--- config.mk ---
export PLATFORM = sky130hd
export DESIGN_NAME = nco_sweep_ctrl_flat
export DESIGN_NICKNAME = d
export VERILOG_FILES = /design/src/rtl/nco_sweep_ctrl_if.sv /design/src/rtl/nco_sweep_ctrl.sv /design/src/flat_wrapper.sv
export SDC_FILE = /design/constraint.sdc
export NUM_CORES = 1
export LEC_CHECK = 0
export BUFFER_PORTS_ARGS = -buffer_cell sky130_fd_sc_hd__buf_2
export CAP_MARGIN = 25
export CORE_ASPECT_RATIO = 1.2
export CORE_MARGIN = 3
export CORE_UTILIZATION = 25
export CTS_CLUSTER_SIZE = 25
export DETAILED_ROUTE_END_ITERATION = 10
export SYNTH_ARGS = -nofsm -noshare
export SYNTH_HDL_FRONTEND = slang
export SYNTH_SLANG_ARGS = --single-unit
export TNS_END_PERCENT = 30
--- constraint.sdc ---
create_clock -name clk -period 5.6 [get_ports clk]
set_input_delay 0.56 -clock clk [delete_from_list [all_inputs] [get_ports clk]]
set_output_delay 0.56 -clock clk [all_outputs]
set_load 0.01 [all_outputs]
--- src/rtl/nco_sweep_ctrl_if.sv ---
`default_nettype none
// ============================================================================
// Module   : nco_sweep_ctrl_if
// Brief    : Configuration, control and NCO-drive bundle for nco_sweep_ctrl.
// Revision : 1.0 - initial release
// ============================================================================
interface nco_sweep_ctrl_if #(
    parameter int LUTSIZE = 8,
    parameter int DWELL_W = 16
);
    localparam int FTW_W = LUTSIZE + 9;

    logic               cfg_valid;
    logic               cfg_ready;
    logic [FTW_W-1:0]   cfg_start_ftw;
    logic [FTW_W-1:0]   cfg_stop_ftw;
    logic [FTW_W-1:0]   cfg_step;
    logic [DWELL_W-1:0] cfg_dwell;
    logic [1:0]         cfg_mode;
    logic               start;
    logic               abort;
    logic [LUTSIZE:0]   iftw;
    logic [7:0]         fftw;
    logic               nco_en;
    logic               busy;
    logic               sweep_dir;
    logic               wrap;
    logic               done;

    modport master (
        output cfg_valid, cfg_start_ftw, cfg_stop_ftw, cfg_step, cfg_dwell, cfg_mode,
        output start, abort,
        input  cfg_ready, iftw, fftw, nco_en, busy, sweep_dir, wrap, done
    );

    modport slave (
        input  cfg_valid, cfg_start_ftw, cfg_stop_ftw, cfg_step, cfg_dwell, cfg_mode,
        input  start, abort,
        output cfg_ready, iftw, fftw, nco_en, busy, sweep_dir, wrap, done
    );
endinterface
`default_nettype wire

--- src/rtl/nco_sweep_ctrl.sv ---
`default_nettype none
// ============================================================================
// Module   : nco_sweep_ctrl
// Brief    : NCO frequency-sweep sequencer (single chirp / sawtooth / triangle).
// Revision : 1.0 - initial release
// ============================================================================
module nco_sweep_ctrl #(
    parameter int LUTSIZE = 8,
    parameter int DWELL_W = 16
) (
    input  wire logic        clk,
    input  wire logic        rst,
    nco_sweep_ctrl_if.slave  sw
);
    localparam int FTW_W = LUTSIZE + 9;

    typedef enum logic [0:0] {
        ST_IDLE = 1'b0,
        ST_RUN  = 1'b1
    } state_t;

    state_t             r_state, w_state_nxt;
    logic [FTW_W-1:0]   r_ftw, w_ftw_nxt;
    logic [DWELL_W-1:0] r_dwell_cnt, w_dwell_nxt;
    logic               r_dir, w_dir_nxt;
    logic               r_wrap, w_wrap_nxt;
    logic               r_done, w_done_nxt;

    logic [FTW_W-1:0]   r_cfg_start;
    logic [FTW_W-1:0]   r_cfg_stop;
    logic [FTW_W-1:0]   r_cfg_step;
    logic [DWELL_W-1:0] r_cfg_dwell;
    logic [1:0]         r_cfg_mode;
    logic               r_cfg_loaded;

    logic               w_cfg_accept;
    logic [FTW_W-1:0]   w_eff_stop;
    logic [FTW_W:0]     w_up_sum;
    logic [FTW_W:0]     w_dn_diff;
    logic [FTW_W-1:0]   w_up_ftw;
    logic [FTW_W-1:0]   w_dn_ftw;

    assign w_cfg_accept = sw.cfg_valid && (r_state == ST_IDLE);

    always_ff @(posedge clk or posedge rst) begin
        if (rst) begin
            r_cfg_start  <= '0;
            r_cfg_stop   <= '0;
            r_cfg_step   <= '0;
            r_cfg_dwell  <= '0;
            r_cfg_mode   <= '0;
            r_cfg_loaded <= 1'b0;
        end else if (w_cfg_accept) begin
            r_cfg_start  <= sw.cfg_start_ftw;
            r_cfg_stop   <= sw.cfg_stop_ftw;
            r_cfg_step   <= sw.cfg_step;
            r_cfg_dwell  <= sw.cfg_dwell;
            r_cfg_mode   <= sw.cfg_mode;
            r_cfg_loaded <= 1'b1;
        end
    end

    // A stop at or below start collapses the sweep onto the start tone.
    assign w_eff_stop = (r_cfg_stop > r_cfg_start) ? r_cfg_stop : r_cfg_start;
    assign w_up_sum   = {1'b0, r_ftw} + {1'b0, r_cfg_step};
    assign w_dn_diff  = {1'b0, r_ftw} - {1'b0, r_cfg_step};
    assign w_up_ftw   = (w_up_sum >= {1'b0, w_eff_stop}) ? w_eff_stop : w_up_sum[FTW_W-1:0];
    assign w_dn_ftw   = (w_dn_diff[FTW_W] || (w_dn_diff[FTW_W-1:0] <= r_cfg_start))
                        ? r_cfg_start : w_dn_diff[FTW_W-1:0];

    always_ff @(posedge clk or posedge rst) begin
        if (rst) begin
            r_state     <= ST_IDLE;
            r_ftw       <= '0;
            r_dwell_cnt <= '0;
            r_dir       <= 1'b0;
            r_wrap      <= 1'b0;
            r_done      <= 1'b0;
        end else begin
            r_state     <= w_state_nxt;
            r_ftw       <= w_ftw_nxt;
            r_dwell_cnt <= w_dwell_nxt;
            r_dir       <= w_dir_nxt;
            r_wrap      <= w_wrap_nxt;
            r_done      <= w_done_nxt;
        end
    end

    always_comb begin
        w_state_nxt = r_state;
        w_ftw_nxt   = r_ftw;
        w_dwell_nxt = r_dwell_cnt;
        w_dir_nxt   = r_dir;
        w_wrap_nxt  = 1'b0;
        w_done_nxt  = 1'b0;
        case (r_state)
            ST_IDLE: begin
                if (sw.start && r_cfg_loaded && !sw.abort) begin
                    w_state_nxt = ST_RUN;
                    w_ftw_nxt   = r_cfg_start;
                    w_dwell_nxt = r_cfg_dwell;
                    w_dir_nxt   = 1'b0;
                end
            end
            ST_RUN: begin
                if (sw.abort) begin
                    w_state_nxt = ST_IDLE;
                    w_dir_nxt   = 1'b0;
                end else if (r_dwell_cnt != '0) begin
                    w_dwell_nxt = r_dwell_cnt - 1'b1;
                end else begin
                    w_dwell_nxt = r_cfg_dwell;
                    if (!r_dir) begin
                        if (r_ftw == w_eff_stop) begin
                            case (r_cfg_mode)
                                2'd1: begin
                                    w_ftw_nxt  = r_cfg_start;
                                    w_wrap_nxt = 1'b1;
                                end
                                2'd2: begin
                                    w_dir_nxt  = 1'b1;
                                    w_wrap_nxt = 1'b1;
                                    w_ftw_nxt  = w_dn_ftw;
                                end
                                default: begin
                                    w_state_nxt = ST_IDLE;
                                    w_done_nxt  = 1'b1;
                                end
                            endcase
                        end else begin
                            w_ftw_nxt = w_up_ftw;
                        end
                    end else if (r_ftw == r_cfg_start) begin
                        w_dir_nxt  = 1'b0;
                        w_wrap_nxt = 1'b1;
                        w_ftw_nxt  = w_up_ftw;
                    end else begin
                        w_ftw_nxt = w_dn_ftw;
                    end
                end
            end
            default: w_state_nxt = ST_IDLE;
        endcase
    end

    assign sw.cfg_ready = (r_state == ST_IDLE);
    assign sw.iftw      = r_ftw[FTW_W-1:8];
    assign sw.fftw      = r_ftw[7:0];
    assign sw.nco_en    = (r_state == ST_RUN);
    assign sw.busy      = (r_state == ST_RUN);
    assign sw.sweep_dir = r_dir;
    assign sw.wrap      = r_wrap;
    assign sw.done      = r_done;
endmodule
`default_nettype wire

--- src/flat_wrapper.sv ---
// flat-port wrapper written by rule: the top's interface ports become plain ports
module nco_sweep_ctrl_flat 
#(
    parameter int LUTSIZE = 8,
    parameter int DWELL_W = 16
)
  (clk, rst, sw_cfg_valid, sw_cfg_start_ftw, sw_cfg_stop_ftw, sw_cfg_step, sw_cfg_dwell, sw_cfg_mode, sw_start, sw_abort, sw_cfg_ready, sw_iftw, sw_fftw, sw_nco_en, sw_busy, sw_sweep_dir, sw_wrap, sw_done);
  nco_sweep_ctrl_if #(.LUTSIZE(LUTSIZE), .DWELL_W(DWELL_W)) sw_i ();
  input  wire logic clk;
  input  wire logic rst;
  input wire logic [$bits(sw_i.cfg_valid)-1:0] sw_cfg_valid;
  input wire logic [$bits(sw_i.cfg_start_ftw)-1:0] sw_cfg_start_ftw;
  input wire logic [$bits(sw_i.cfg_stop_ftw)-1:0] sw_cfg_stop_ftw;
  input wire logic [$bits(sw_i.cfg_step)-1:0] sw_cfg_step;
  input wire logic [$bits(sw_i.cfg_dwell)-1:0] sw_cfg_dwell;
  input wire logic [$bits(sw_i.cfg_mode)-1:0] sw_cfg_mode;
  input wire logic [$bits(sw_i.start)-1:0] sw_start;
  input wire logic [$bits(sw_i.abort)-1:0] sw_abort;
  output wire logic [$bits(sw_i.cfg_ready)-1:0] sw_cfg_ready;
  output wire logic [$bits(sw_i.iftw)-1:0] sw_iftw;
  output wire logic [$bits(sw_i.fftw)-1:0] sw_fftw;
  output wire logic [$bits(sw_i.nco_en)-1:0] sw_nco_en;
  output wire logic [$bits(sw_i.busy)-1:0] sw_busy;
  output wire logic [$bits(sw_i.sweep_dir)-1:0] sw_sweep_dir;
  output wire logic [$bits(sw_i.wrap)-1:0] sw_wrap;
  output wire logic [$bits(sw_i.done)-1:0] sw_done;
  assign sw_i.cfg_valid = sw_cfg_valid;
  assign sw_i.cfg_start_ftw = sw_cfg_start_ftw;
  assign sw_i.cfg_stop_ftw = sw_cfg_stop_ftw;
  assign sw_i.cfg_step = sw_cfg_step;
  assign sw_i.cfg_dwell = sw_cfg_dwell;
  assign sw_i.cfg_mode = sw_cfg_mode;
  assign sw_i.start = sw_start;
  assign sw_i.abort = sw_abort;
  assign sw_cfg_ready = sw_i.cfg_ready;
  assign sw_iftw = sw_i.iftw;
  assign sw_fftw = sw_i.fftw;
  assign sw_nco_en = sw_i.nco_en;
  assign sw_busy = sw_i.busy;
  assign sw_sweep_dir = sw_i.sweep_dir;
  assign sw_wrap = sw_i.wrap;
  assign sw_done = sw_i.done;
  nco_sweep_ctrl #(.LUTSIZE(LUTSIZE), .DWELL_W(DWELL_W)) u_core (.clk(clk), .rst(rst), .sw(sw_i));
endmodule
==> summary.json <==
{
  "yosys_most_used_dff": {"value": "sky130_fd_sc_hd__dfrtp_1"},
  "dr.pass1.iters": {"value": 7},
  "max_freq": {"value": 188.1, "unit": "MHz"},
  "grt_first_pass_wirelength": {"value": 47260, "unit": "um"},
  "cts_made_buffers": {"value": 9},
  "setup_total_negative_slack": {"value": 0, "unit": "ps"},
  "h_tree_depth": {"value": 3},
  "slew-limit-headroom": {"value": 41.25, "unit": "%"},
  "tritoncts": {"value": "yes"},
  "post_route_cells_drive_above_1_share": {"value": 19.24, "unit": "%"},
  "layout.core_utilization": {"value": 29.90, "unit": "%"},
  "worst_hold_path_type": {"value": "in2async"},
  "boundaryPins": {"value": 97},
  "finalMaxSlewViolations": {"value": 0},
  "nets": {"value": 1313},
  "min_period_over_period": {"value": 94.92, "unit": "%"},
  "critPathKind": {"value": "reg2reg"},
  "crit_chain": {"value": "inv_1 -> ha_1 -> and4_1 -> and3_1 -> a221o_1 -> o211ai_4 -> nand2_4 -> mux2i_1 -> ha_1 -> a21o_1 -> a21o_1 -> a21o_1 -> a211oi_1 -> o211ai_1 -> a21o_1 -> or2_1 -> buf_4 -> nor2_1 -> a21oi_1 -> a221oi_1 -> o22ai_1"},
  "leak_pwr": {"value": 4.654, "unit": "nW"},
  "cp.arrival": {"value": 5530, "unit": "ps"},
  "die_y": {"value": 212.7, "unit": "um"},
  "number_of_placed_cells_counting_well_taps": {"value": 1598},
  "area_growth": {"value": 17.60, "unit": "%"},
  "route.final.wire_length": {"value": 30720, "unit": "um"},
  "post_synth_inst_count": {"value": 1049},
  "final.setup_skew": {"value": 15.52, "unit": "ps"},
  "timing.critical_path.slowest_cell_delay": {"value": 440, "unit": "ps"},
  "post-route-drc-count": {"value": 0},
  "final-instance-count-excl-fill": {"value": 1616},
  "wire_per_inst": {"value": 19.01, "unit": "um"},
  "clock_path_buffers": {"value": 2},
  "floorplan.core_area": {"value": 35000, "unit": "um2"},
  "synth_top_cell_area_share": {"value": 30.09, "unit": "%"},
  "antenna-diode-count": {"value": 0},
  "asyncSetResetFlopFracSynth": {"value": 100.0, "unit": "%"},
  "cp_slowest_cell": {"value": "sky130_fd_sc_hd__dfrtp_1"},
  "via_count": {"value": 8421},
  "floorplan.initialDensity": {"value": 25.42, "unit": "%"},
  "grt_setup_unrepaired": {"value": "no"},
  "globalRouteOverflowTotal": {"value": 0},
  "die_width": {"value": 178.2, "unit": "um"},
  "synth_top_area_cell": {"value": "sky130_fd_sc_hd__dfrtp_1"},
  "cellPowerDensity": {"value": 572.4, "unit": "nW/um2"},
  "start_kind": {"value": "register"},
  "critical_path.n_buffers_inverters": {"value": 2},
  "finalHoldViolCount": {"value": 0},
  "ant_nets": {"value": 0},
  "grt_pass1_vias": {"value": 8095},
  "clock-sinks": {"value": 107},
  "crit_family": {"value": "compound AO/OA/AOI/OAI gates"},
  "fin_total_pwr": {"value": 5.990, "unit": "mW"},
  "cells_taking_the_most_area_after_synthesis": {"value": "sky130_fd_sc_hd__dfrtp_1 30%, sky130_fd_sc_hd__ha_1 12%, sky130_fd_sc_hd__o21ai_0 4.9%"},
  "synth-seq-area-share": {"value": 30.09, "unit": "%"},
  "setup.worst_path.end_class": {"value": "register"},
  "dp_hpwl": {"value": 24290, "unit": "um"},
  "clk-insertion-delay-late": {"value": 370, "unit": "ps"},
  "timing.final.crit_period": {"value": 5316, "unit": "ps"},
  "cp_max_fo": {"value": 12},
  "std_cell_rows": {"value": 75},
  "irDropWorstVdd": {"value": 0.0002410, "unit": "V"},
  "drt_iter0_markers": {"value": 774},
  "setup_viol": {"value": 0},
  "yosys_register_bits": {"value": 107},
  "place.port_buffers": {"value": 96},
  "maxCapViolCount": {"value": 0},
  "status": {"value": "finished, final reports clean"},
  "clockRootBuffer": {"value": "sky130_fd_sc_hd__clkbuf_16"},
  "number_of_antenna_violations_at_the_first_check_in_global_routing": {"value": 1},
  "routability_cong": {"value": 0.9652},
  "via_per_inst": {"value": 5.211},
  "synthesis_warnings": {"value": 0},
  "synth_edf_count": {"value": 0},
  "worst_path_most_repeated_cell": {"value": "sky130_fd_sc_hd__a21o_1"},
  "syn-cell-area": {"value": 8899, "unit": "um2"},
  "grtUsageTotal": {"value": 16.14, "unit": "%"},
  "synthDistinctLibCells": {"value": 81},
  "register_clock_pin_slew_on_the_reported_worst_setup_and_hold_paths": {"value": 90, "unit": "ps"},
  "synth_fp_nets": {"value": 1213},
  "crit_required": {"value": 5820, "unit": "ps"},
  "max_slew.worst_pin.slew": {"value": 880.8, "unit": "ps"},
  "synthesis.area_per_instance": {"value": 8.483, "unit": "um2"},
  "die_area": {"value": 37900, "unit": "um2"},
  "largest_net_degree_at_the_start_of_global_routing": {"value": 108}
}
Yosys cell counts, types with 15 or more instances:
library cell / number
sky130_fd_sc_hd__a21o_1: 19
sky130_fd_sc_hd__nand2_1: 85
sky130_fd_sc_hd__mux2_2: 34
sky130_fd_sc_hd__xnor2_1: 30
sky130_fd_sc_hd__o21ai_0: 87
sky130_fd_sc_hd__nand2b_1: 16
sky130_fd_sc_hd__mux2i_1: 23
sky130_fd_sc_hd__a21oi_1: 78
sky130_fd_sc_hd__nor3_1: 29
sky130_fd_sc_hd__inv_1: 70
sky130_fd_sc_hd__clkbuf_1: 40
sky130_fd_sc_hd__dfrtp_1: 107
sky130_fd_sc_hd__o22ai_1: 15
sky130_fd_sc_hd__nor2_1: 76
sky130_fd_sc_hd__nor2b_1: 16
sky130_fd_sc_hd__ha_1: 88
worst register-to-register path, delay by kind of cell, from the launching register on:
| family | cells | cell delay [ps] |
|---|---|---|
| compound gates | 11 | 2180 |
| simple gates | 5 | 1070 |
| fa+ha+maj | 2 | 610 |
| buf+inv | 2 | 460 |
| flops | 1 | 440 |
| mux | 1 | 400 |
final timing paths:
check / start / to / slack, ps / depth (start not counted)
setup / recovery: u_core.r_cfg_start[2] / u_core.r_ftw[10] / 280 / 21
hold / removal: rst / u_core.r_cfg_dwell[10] / 370 / 2
setup reg to reg: u_core.r_cfg_start[2] / u_core.r_ftw[10] / 280 / 21
hold reg to reg: u_core.r_cfg_loaded / u_core.r_cfg_loaded / 470 / 1
max in group asynchronous: rst / u_core.r_cfg_stop[13] / 4020 / 3
min in group clk: sw_cfg_step[11] / u_core.r_cfg_step[11] / 390 / 3
report_power, final:
part           internal, mW  switching, mW
Combinational          1.70           2.44
Sequential            0.954          0.201
Clock                 0.323          0.366
Total                  2.98           3.01
cell usage in the layout (no fill, tap or decap), types with 5 or more instances in the layout:
cell type	netlist	routed
sky130_fd_sc_hd__buf_2	10	96
sky130_fd_sc_hd__a21o_1	19	19
sky130_fd_sc_hd__and3_1	6	6
sky130_fd_sc_hd__o31ai_1	7	7
sky130_fd_sc_hd__a21oi_1	78	78
sky130_fd_sc_hd__ha_1	88	88
sky130_fd_sc_hd__o21ai_1	11	11
sky130_fd_sc_hd__a221oi_1	11	10
sky130_fd_sc_hd__a31oi_1	12	12
sky130_fd_sc_hd__nand3_1	13	13
sky130_fd_sc_hd__nand4_1	13	13
sky130_fd_sc_hd__mux2_2	34	34
sky130_fd_sc_hd__o21ai_0	87	87
sky130_fd_sc_hd__nor2b_1	16	15
sky130_fd_sc_hd__a211o_1	6	6
sky130_fd_sc_hd__nor3_1	29	28
sky130_fd_sc_hd__o22ai_1	15	15
sky130_fd_sc_hd__o21a_1	7	7
sky130_fd_sc_hd__a22oi_1	11	11
sky130_fd_sc_hd__nand2_1	85	85
sky130_fd_sc_hd__nor4_1	5	5
sky130_fd_sc_hd__nand2b_1	16	16
sky130_fd_sc_hd__dfrtp_1	107	106
sky130_fd_sc_hd__xor2_1	14	14
sky130_fd_sc_hd__a211oi_1	6	6
sky130_fd_sc_hd__buf_4	3	49
sky130_fd_sc_hd__o211ai_1	11	11
sky130_fd_sc_hd__clkbuf_16	0	9
sky130_fd_sc_hd__xnor2_1	30	30
sky130_fd_sc_hd__inv_1	70	69
sky130_fd_sc_hd__or3_1	6	6
sky130_fd_sc_hd__mux2i_1	23	23
sky130_fd_sc_hd__nor2_1	76	75
logic make-up after synthesis:
family | synth area share [%]
adder cells (fa/ha/maj) | 12.82
buffers and inverters | 5.905
AND/OR/NAND/NOR | 15.57
AO/OA/AOI/OAI | 24.27
multiplexers | 7.016
flip-flops | 30.09
XOR/XNOR | 4.331
layout make-up:
cell class / instances / area [um2]
Tap cell: 462 / 578.1
Multi-Input combinational cell: 811 / 5731
Clock buffer: 9 / 225.2
Sequential cell: 107 / 2679
Clock inverter: 7 / 93.84
Fill cell: 3769 / 24540
Timing Repair Buffer: 146 / 875.8
Inverter: 74 / 282.8
per-layer routing:
metal / wire length [um] / share of wire, % / track usage, % / vias up
li1: - / - / - / 4000
met1: 13410 / 44 / 21.55 / 4001
met2: 14020 / 46 / 26.12 / 348
met3: 1984 / 6.5 / 2.810 / 70
met4: 1293 / 4.2 / 6.075 / 2
met5: 13 / 0.042 / 0 / -
what timing repair did:
action	CTS	global route
gates resized for setup	0	10
setup endpoints to repair	0	17
hold buffers	0	0
buffers inserted	0	1
per-stage QoR:
| stage | instance area (um2) | setup slack, ps | hold WS (ps) |
|---|---|---|---|
| finish | 10470 | 284.3 | 368.6 |
| global route | 10470 | 32.48 | 398.7 |
| CTS | 10400 | 90.29 | 387.1 |
| detailed placement | 10080 | 142.8 | 445.8 |
| global placement | 10070 | 284.2 | 442.1 |
| floorplan | 8899 | 336.6 | 429.6 |
flip-flops by register name, indices dropped and copies added (netlist names):
signal / cells
u_core.r_cfg_start: 17
u_core.r_cfg_step: 17
u_core.r_cfg_stop: 17
u_core.r_ftw: 17
u_core.r_cfg_dwell: 16
u_core.r_dwell_cnt: 16
u_core.r_cfg_mode: 2
u_core.r_cfg_loaded: 1
u_core.sw.busy: 1
u_core.sw.done: 1
u_core.sw.sweep_dir: 1
u_core.sw.wrap: 1
Note: power is estimated with default switching activity, not from simulation.
